==> src/rtl/register_write_arbiter_if.sv <==
// Bundle shared between the requesting units, the write arbiter and the
// controlled register.
//
// Requester side : freeze, req, req_data (slice i = [i*WIDTH +: WIDTH]), req_ack
// Register side  : reg_write_enable, reg_next
// Status         : grant_id (current or last winner), busy
//
// Modports:
//   slave  - the arbiter (consumes requests, drives the write port)
//   master - the requesters / register wrapper (or a testbench)
interface register_write_arbiter_if #(
    parameter int WIDTH   = 32,
    parameter int NUM_REQ = 4
);
    localparam int IDW = $clog2(NUM_REQ);

    logic                       freeze;
    logic [NUM_REQ-1:0]         req;
    logic [NUM_REQ*WIDTH-1:0]   req_data;
    logic [NUM_REQ-1:0]         req_ack;
    logic                       reg_write_enable;
    logic [WIDTH-1:0]           reg_next;
    logic [IDW-1:0]             grant_id;
    logic                       busy;

    modport slave (
        input  freeze,
        input  req,
        input  req_data,
        output req_ack,
        output reg_write_enable,
        output reg_next,
        output grant_id,
        output busy
    );

    modport master (
        output freeze,
        output req,
        output req_data,
        input  req_ack,
        input  reg_write_enable,
        input  reg_next,
        input  grant_id,
        input  busy
    );
endinterface

==> src/rtl/register_write_arbiter.sv <==
// Round-robin arbiter sharing one register write port among NUM_REQ
// requesters. Each transaction is IDLE (arbitrate, latch data) -> WRITE
// (write_enable pulse) -> ACK (one-hot ack pulse, advance pointer).
//
// Ports:
//   clock  - rising-edge clock
//   reset  - asynchronous, active-low; clears all state immediately
//   bus    - register_write_arbiter_if.slave (requests, write port, status)
//
// Every output is driven straight from a flop, so nothing combinational
// reaches an output from req/req_data/freeze.
module register_write_arbiter #(
    parameter int WIDTH   = 32,
    parameter int NUM_REQ = 4
) (
    input  logic                         clock,
    input  logic                         reset,
    register_write_arbiter_if.slave      bus
);
    localparam int IDW = $clog2(NUM_REQ);

    typedef enum logic [1:0] {
        IDLE  = 2'd0,
        WRITE = 2'd1,
        ACK   = 2'd2
    } state_t;

    state_t             state_q,   state_d;
    logic [IDW-1:0]     rr_ptr_q,  rr_ptr_d;
    logic [IDW-1:0]     grant_q,   grant_d;
    logic [WIDTH-1:0]   data_q,    data_d;
    logic               we_q,      we_d;
    logic [WIDTH-1:0]   next_q,    next_d;
    logic [NUM_REQ-1:0] ack_q,     ack_d;
    logic               busy_q,    busy_d;

    // Unpack the flat data bus into per-requester slices.
    logic [WIDTH-1:0]   req_slice [NUM_REQ];

    generate
        for (genvar gi = 0; gi < NUM_REQ; gi++) begin : g_slice
            assign req_slice[gi] = bus.req_data[gi*WIDTH +: WIDTH];
        end
    endgenerate

    // Round-robin pick: first set bit scanning upward from rr_ptr_q.
    // NUM_REQ is a power of two, so the IDW-bit sum wraps for free.
    logic               found;
    logic [IDW-1:0]     winner;

    always_comb begin
        logic [IDW-1:0] idx;
        found  = 1'b0;
        winner = '0;
        idx    = '0;
        for (int k = 0; k < NUM_REQ; k++) begin
            idx = rr_ptr_q + IDW'(k);
            if (!found && bus.req[idx]) begin
                found  = 1'b1;
                winner = idx;
            end
        end
    end

    // Next-state and registered-output computation. Outputs are computed
    // for the state being entered, so they line up with state_q.
    always_comb begin
        state_d  = state_q;
        rr_ptr_d = rr_ptr_q;
        grant_d  = grant_q;
        data_d   = data_q;
        we_d     = 1'b0;
        next_d   = '0;
        ack_d    = '0;
        busy_d   = 1'b0;

        unique case (state_q)
            IDLE: begin
                // freeze only gates the start of a new transaction.
                if (!bus.freeze && found) begin
                    state_d = WRITE;
                    grant_d = winner;
                    data_d  = req_slice[winner];
                    we_d    = 1'b1;
                    next_d  = req_slice[winner];
                    busy_d  = 1'b1;
                end
            end
            WRITE: begin
                // Ack is issued regardless of whether req is still held.
                state_d = ACK;
                ack_d   = {{(NUM_REQ-1){1'b0}}, 1'b1} << grant_q;
                busy_d  = 1'b1;
            end
            ACK: begin
                // Move past the winner so other pending requesters go first.
                state_d  = IDLE;
                rr_ptr_d = grant_q + IDW'(1);
            end
            default: begin
                state_d = IDLE;
            end
        endcase
    end

    always_ff @(posedge clock or negedge reset) begin
        if (!reset) begin
            state_q  <= IDLE;
            rr_ptr_q <= '0;
            grant_q  <= '0;
            data_q   <= '0;
            we_q     <= 1'b0;
            next_q   <= '0;
            ack_q    <= '0;
            busy_q   <= 1'b0;
        end else begin
            state_q  <= state_d;
            rr_ptr_q <= rr_ptr_d;
            grant_q  <= grant_d;
            data_q   <= data_d;
            we_q     <= we_d;
            next_q   <= next_d;
            ack_q    <= ack_d;
            busy_q   <= busy_d;
        end
    end

    assign bus.reg_write_enable = we_q;
    assign bus.reg_next         = next_q;
    assign bus.req_ack          = ack_q;
    assign bus.grant_id         = grant_q;
    assign bus.busy             = busy_q;

endmodule

==> src/flat_wrapper.sv <==
// flat-port wrapper written by rule: the top's interface ports become plain ports
module register_write_arbiter_flat 
#(
    parameter int WIDTH   = 32,
    parameter int NUM_REQ = 4
)
  (clock, reset, bus_freeze, bus_req, bus_req_data, bus_req_ack, bus_reg_write_enable, bus_reg_next, bus_grant_id, bus_busy);
  register_write_arbiter_if #(.WIDTH(WIDTH), .NUM_REQ(NUM_REQ)) bus_i ();
  input  logic clock;
  input  logic reset;
  input wire logic [$bits(bus_i.freeze)-1:0] bus_freeze;
  input wire logic [$bits(bus_i.req)-1:0] bus_req;
  input wire logic [$bits(bus_i.req_data)-1:0] bus_req_data;
  output wire logic [$bits(bus_i.req_ack)-1:0] bus_req_ack;
  output wire logic [$bits(bus_i.reg_write_enable)-1:0] bus_reg_write_enable;
  output wire logic [$bits(bus_i.reg_next)-1:0] bus_reg_next;
  output wire logic [$bits(bus_i.grant_id)-1:0] bus_grant_id;
  output wire logic [$bits(bus_i.busy)-1:0] bus_busy;
  assign bus_i.freeze = bus_freeze;
  assign bus_i.req = bus_req;
  assign bus_i.req_data = bus_req_data;
  assign bus_req_ack = bus_i.req_ack;
  assign bus_reg_write_enable = bus_i.reg_write_enable;
  assign bus_reg_next = bus_i.reg_next;
  assign bus_grant_id = bus_i.grant_id;
  assign bus_busy = bus_i.busy;
  register_write_arbiter #(.WIDTH(WIDTH), .NUM_REQ(NUM_REQ)) u_core (.clock(clock), .reset(reset), .bus(bus_i));
endmodule
==> config.mk <==
export PLATFORM = sky130hd
export DESIGN_NAME = register_write_arbiter_flat
export DESIGN_NICKNAME = d
export VERILOG_FILES = /design/src/rtl/register_write_arbiter_if.sv /design/src/rtl/register_write_arbiter.sv /design/src/flat_wrapper.sv
export SDC_FILE = /design/constraint.sdc
export NUM_CORES = 1
export LEC_CHECK = 0
export CAP_MARGIN = 20
export CORE_AREA = 2 2 68 70
export DETAILED_ROUTE_END_ITERATION = 8
export DIE_AREA = 0 0 70 72
export DONT_BUFFER_PORTS = 1
export PLACE_DENSITY = 0.75
export RECOVER_POWER = 25
export SKIP_LAST_GASP = 1
export SYNTH_ARGS = -nofsm -noshare
export SYNTH_HDL_FRONTEND = slang
export SYNTH_SLANG_ARGS = --single-unit
==> constraint.sdc <==
create_clock -name clock -period 1.95 [get_ports clock]
set_input_delay 0.39 -clock clock [delete_from_list [all_inputs] [get_ports clock]]
set_output_delay 0.39 -clock clock [all_outputs]
set_load 0.01 [all_outputs]
==> impl_metrics.tcl <==
set metrics [dict create \
    synth_area_um2 2530 \
    powerDensity_nw_per_um2 1220 \
    synth-seq-cells 44 \
    cts_tree "built" \
    cts_htree_levels 2 \
    numCtsBuffers 5 \
    power.leakage_uw 0.00127 \
    clk_pin_slew_ns 0.08 \
    fin_crit_sh 0.943 \
    p_comb_frac 0.413 \
    dr.pass1.iters 4 \
    grt_usage 0.209 \
    wl_per_cell_um 22.3 \
    post-cts-setup-buffers 0 \
    multiInputGateArea_um2 1290 \
    io_buffers 0 \
    drcViolationCount 0 \
    grt_max_degree 45 \
    place_hpwl_um 4150 \
    final_util 0.634 \
    post_cts_resize_count 0 \
    status "completed" \
    crit_path_max_fanout 30 \
    crit_arrival_ns 2.00 \
    hp-class "in -> reg" \
    drtAntennaViolNets 0 \
    slew_headroom 0.287 \
    fin_nets 339 \
    synth_fp_nets 337 \
    regArea_um2 1100 \
    grt_pass1_vias 1758 \
    vias_per_cell 6.55 \
    synth_seq_area_share 0.434 \
    clockRootBuffer "clkbuf_8" \
    synthCells 198 \
    drt_wl_total_um 5650 \
    initial_utilization 0.594 \
    num_io_pins 175 \
    required_ns 2.11 \
    irDropWorstVdd_uv 589 \
    final_cell_mix "63 x mux2i_1, 44 x dfrtp_1, 29 x o22ai_2, 7 x nor2_1, 6 x clkbuf_8" \
    drv_cap 0 \
    fmax_mhz 544 \
    place_congestion 0.723 \
    die_h_um 72 \
    fin_crit_ns 1.84 \
    clk_path_buf_depth 2 \
    syn_avg_cell_area_um2 12.8 \
    die_w_um 70 \
    grt_overflow 0 \
    swShare 0.368 \
    rsz0062_at_grt "no" \
    layout_commonest_cell "mux2i_1" \
    antenna_found_initial 0 \
    synthDistinctLibCells 30 \
    yosysWarnings 0 \
    hold_viol 0 \
    p_seq_frac 0.409 \
    finalSetupViolations 0 \
    antenna_cells 0 \
    area_growth_pct 6.66 \
    final_layout_size_suffix_gt1_frac 0.259 \
    maxSlewViolCount 0 \
    tightest_slew_ns 1.07 \
    fill_cells 326 \
    die_area_um2 5040 \
    coreArea_um2 4260 \
    cts_sinks 44 \
    switchingPower_uw 1210 \
    internal-power_uw 2080 \
    p_clk_frac 0.178 \
    insertion_delay_ns 0.29 \
    dr.first_iter.drc_count 68 \
    startpoint_type "flop" \
    critPathCaptureType "flop" \
    grt_pass1_wl_um 8220 \
    finalClockSkew_ns 0.00845 \
    setup_tns_ns 0 \
    rows 24 \
    vias 1657 \
    critical_path_class "reg -> reg" \
]
-- final cells by class --
| class | count | area share |
|---|---|---|
| Clock buffer | 7 | 0.0319 |
| Tap cell | 52 | 0.0241 |
| Multi-Input combinational cell | 135 | 0.477 |
| Inverter | 5 | 0.00694 |
| Sequential cell | 44 | 0.407 |
| Timing Repair Buffer | 9 | 0.0500 |
| Clock inverter | 1 | 0.00278 |
-- per-stage QoR --
step | std cells | total power (µW) | hold WS, ns | setup slack [ns] | cell area (µm²)
finish | 253 | 3300 | 0.265 | 0.111 | 2700
global route | 253 | 3490 | 0.251 | 0.00228 | 2700
CTS | 252 | 3280 | 0.258 | 0.0518 | 2700
detailed placement | 242 | 2680 | 0.0954 | 0.0699 | 2570
global placement | 242 | 2610 | 0.0953 | 0.137 | 2570
floorplan | 198 | 2470 | 0.0944 | 0.299 | 2530
-- metal layers --
metal,vias up,part of all wire,track usage
met3,16,0.091,0.0681
met2,115,0.55,0.384
li1,730,-,-
met5,-,0,0
met4,0,0.030,0.103
met1,796,0.33,0.214
-- power groups by stage --
stage | clock, µW | combinational (µW) | sequential, µW
final | 587 | 1360 | 1350
after global routing | 647 | 1470 | 1370
after CTS | 594 | 1330 | 1350
after detailed placement | 0 | 1310 | 1370
after global placement | 0 | 1240 | 1360
after floorplan | 0 | 1140 | 1330
-- flip-flops by register name (all words and copies together), names as in the netlist --
| signal | flops |
|---|---|
| u_core.bus.busy | 1 |
| u_core.state_q | 2 |
| u_core.bus.reg_write_enable | 1 |
| u_core.rr_ptr_q | 2 |
| u_core.bus.req_ack | 4 |
| u_core.bus.reg_next | 32 |
| u_core.bus.grant_id | 2 |
-- timing repair --
action	4_1_cts	5_1_grt
hold buffers	2	0
endpoints found under the setup margin	0	1
endpoints found under the hold margin	44	0
-- final timing paths --
path	start	slack, ns	cells past startpoint	endpoint
max	u_core.rr_ptr_q[1]	0.11	6	u_core.bus.reg_next[9]
max in group asynchronous	reset	0.42	2	u_core.bus.reg_next[9]
min in group asynchronous	reset	0.86	2	u_core.bus.reg_write_enable
max reg2reg	u_core.rr_ptr_q[1]	0.11	6	u_core.bus.reg_next[9]
min reg2reg	u_core.state_q[1]	0.49	1	u_core.bus.busy
min	bus_req_data[125]	0.26	1	u_core.bus.reg_next[29]
-- kinds of logic after synthesis --
logic type / Yosys count / synth area share
AO/OA/AOI/OAI: 41 / 0.175
adder cells (fa/ha/maj): 4 / 0.0197
buffers and inverters: 19 / 0.0602
flip-flops: 44 / 0.434
multiplexers: 64 / 0.253
AND/OR/NAND/NOR: 26 / 0.0578
-- critical path: stages (launching register included) --
cell and delay (ns):
dfrtp_1 0.43, mux2i_1 0.22, nor2_1 0.09, nor3_4 0.32, buf_12 0.28, mux2i_1 0.26
o22ai_2 0.10
-- Yosys cell counts --
| cell type | n | area (µm²) |
|---|---|---|
| o21ai_0 | 4 | 20.0 |
| a311o_1 | 1 | 10.0 |
| a21oi_1 | 2 | 10.0 |
| mux2_2 | 1 | 11.3 |
| buf_6 | 1 | 11.3 |
| dfrtp_1 | 44 | 1100 |
| ha_1 | 4 | 50.1 |
| nand2b_1 | 2 | 12.5 |
| nor2_1 | 7 | 26.3 |
| a211oi_1 | 1 | 7.51 |
| o2111a_1 | 1 | 11.3 |
| or3b_2 | 1 | 8.76 |
| or2_1 | 1 | 6.26 |
| nand2_1 | 5 | 18.8 |
| nor2b_2 | 1 | 8.76 |
| nor4_1 | 1 | 6.26 |
| clkbuf_4 | 2 | 15.0 |
| and2_1 | 4 | 25.0 |
| buf_2 | 5 | 25.0 |
| buf_4 | 3 | 22.5 |
| o22ai_2 | 29 | 363 |
| o22ai_1 | 2 | 12.5 |
| or2_4 | 1 | 8.76 |
| buf_12 | 3 | 60.1 |
| inv_1 | 5 | 18.8 |
| nor2b_1 | 1 | 6.26 |
| mux2i_1 | 63 | 631 |
| or2b_2 | 1 | 8.76 |
| a311oi_1 | 1 | 8.76 |
| nor3_2 | 1 | 10.0 |
Note: power is estimated with default switching activity, not from simulation.
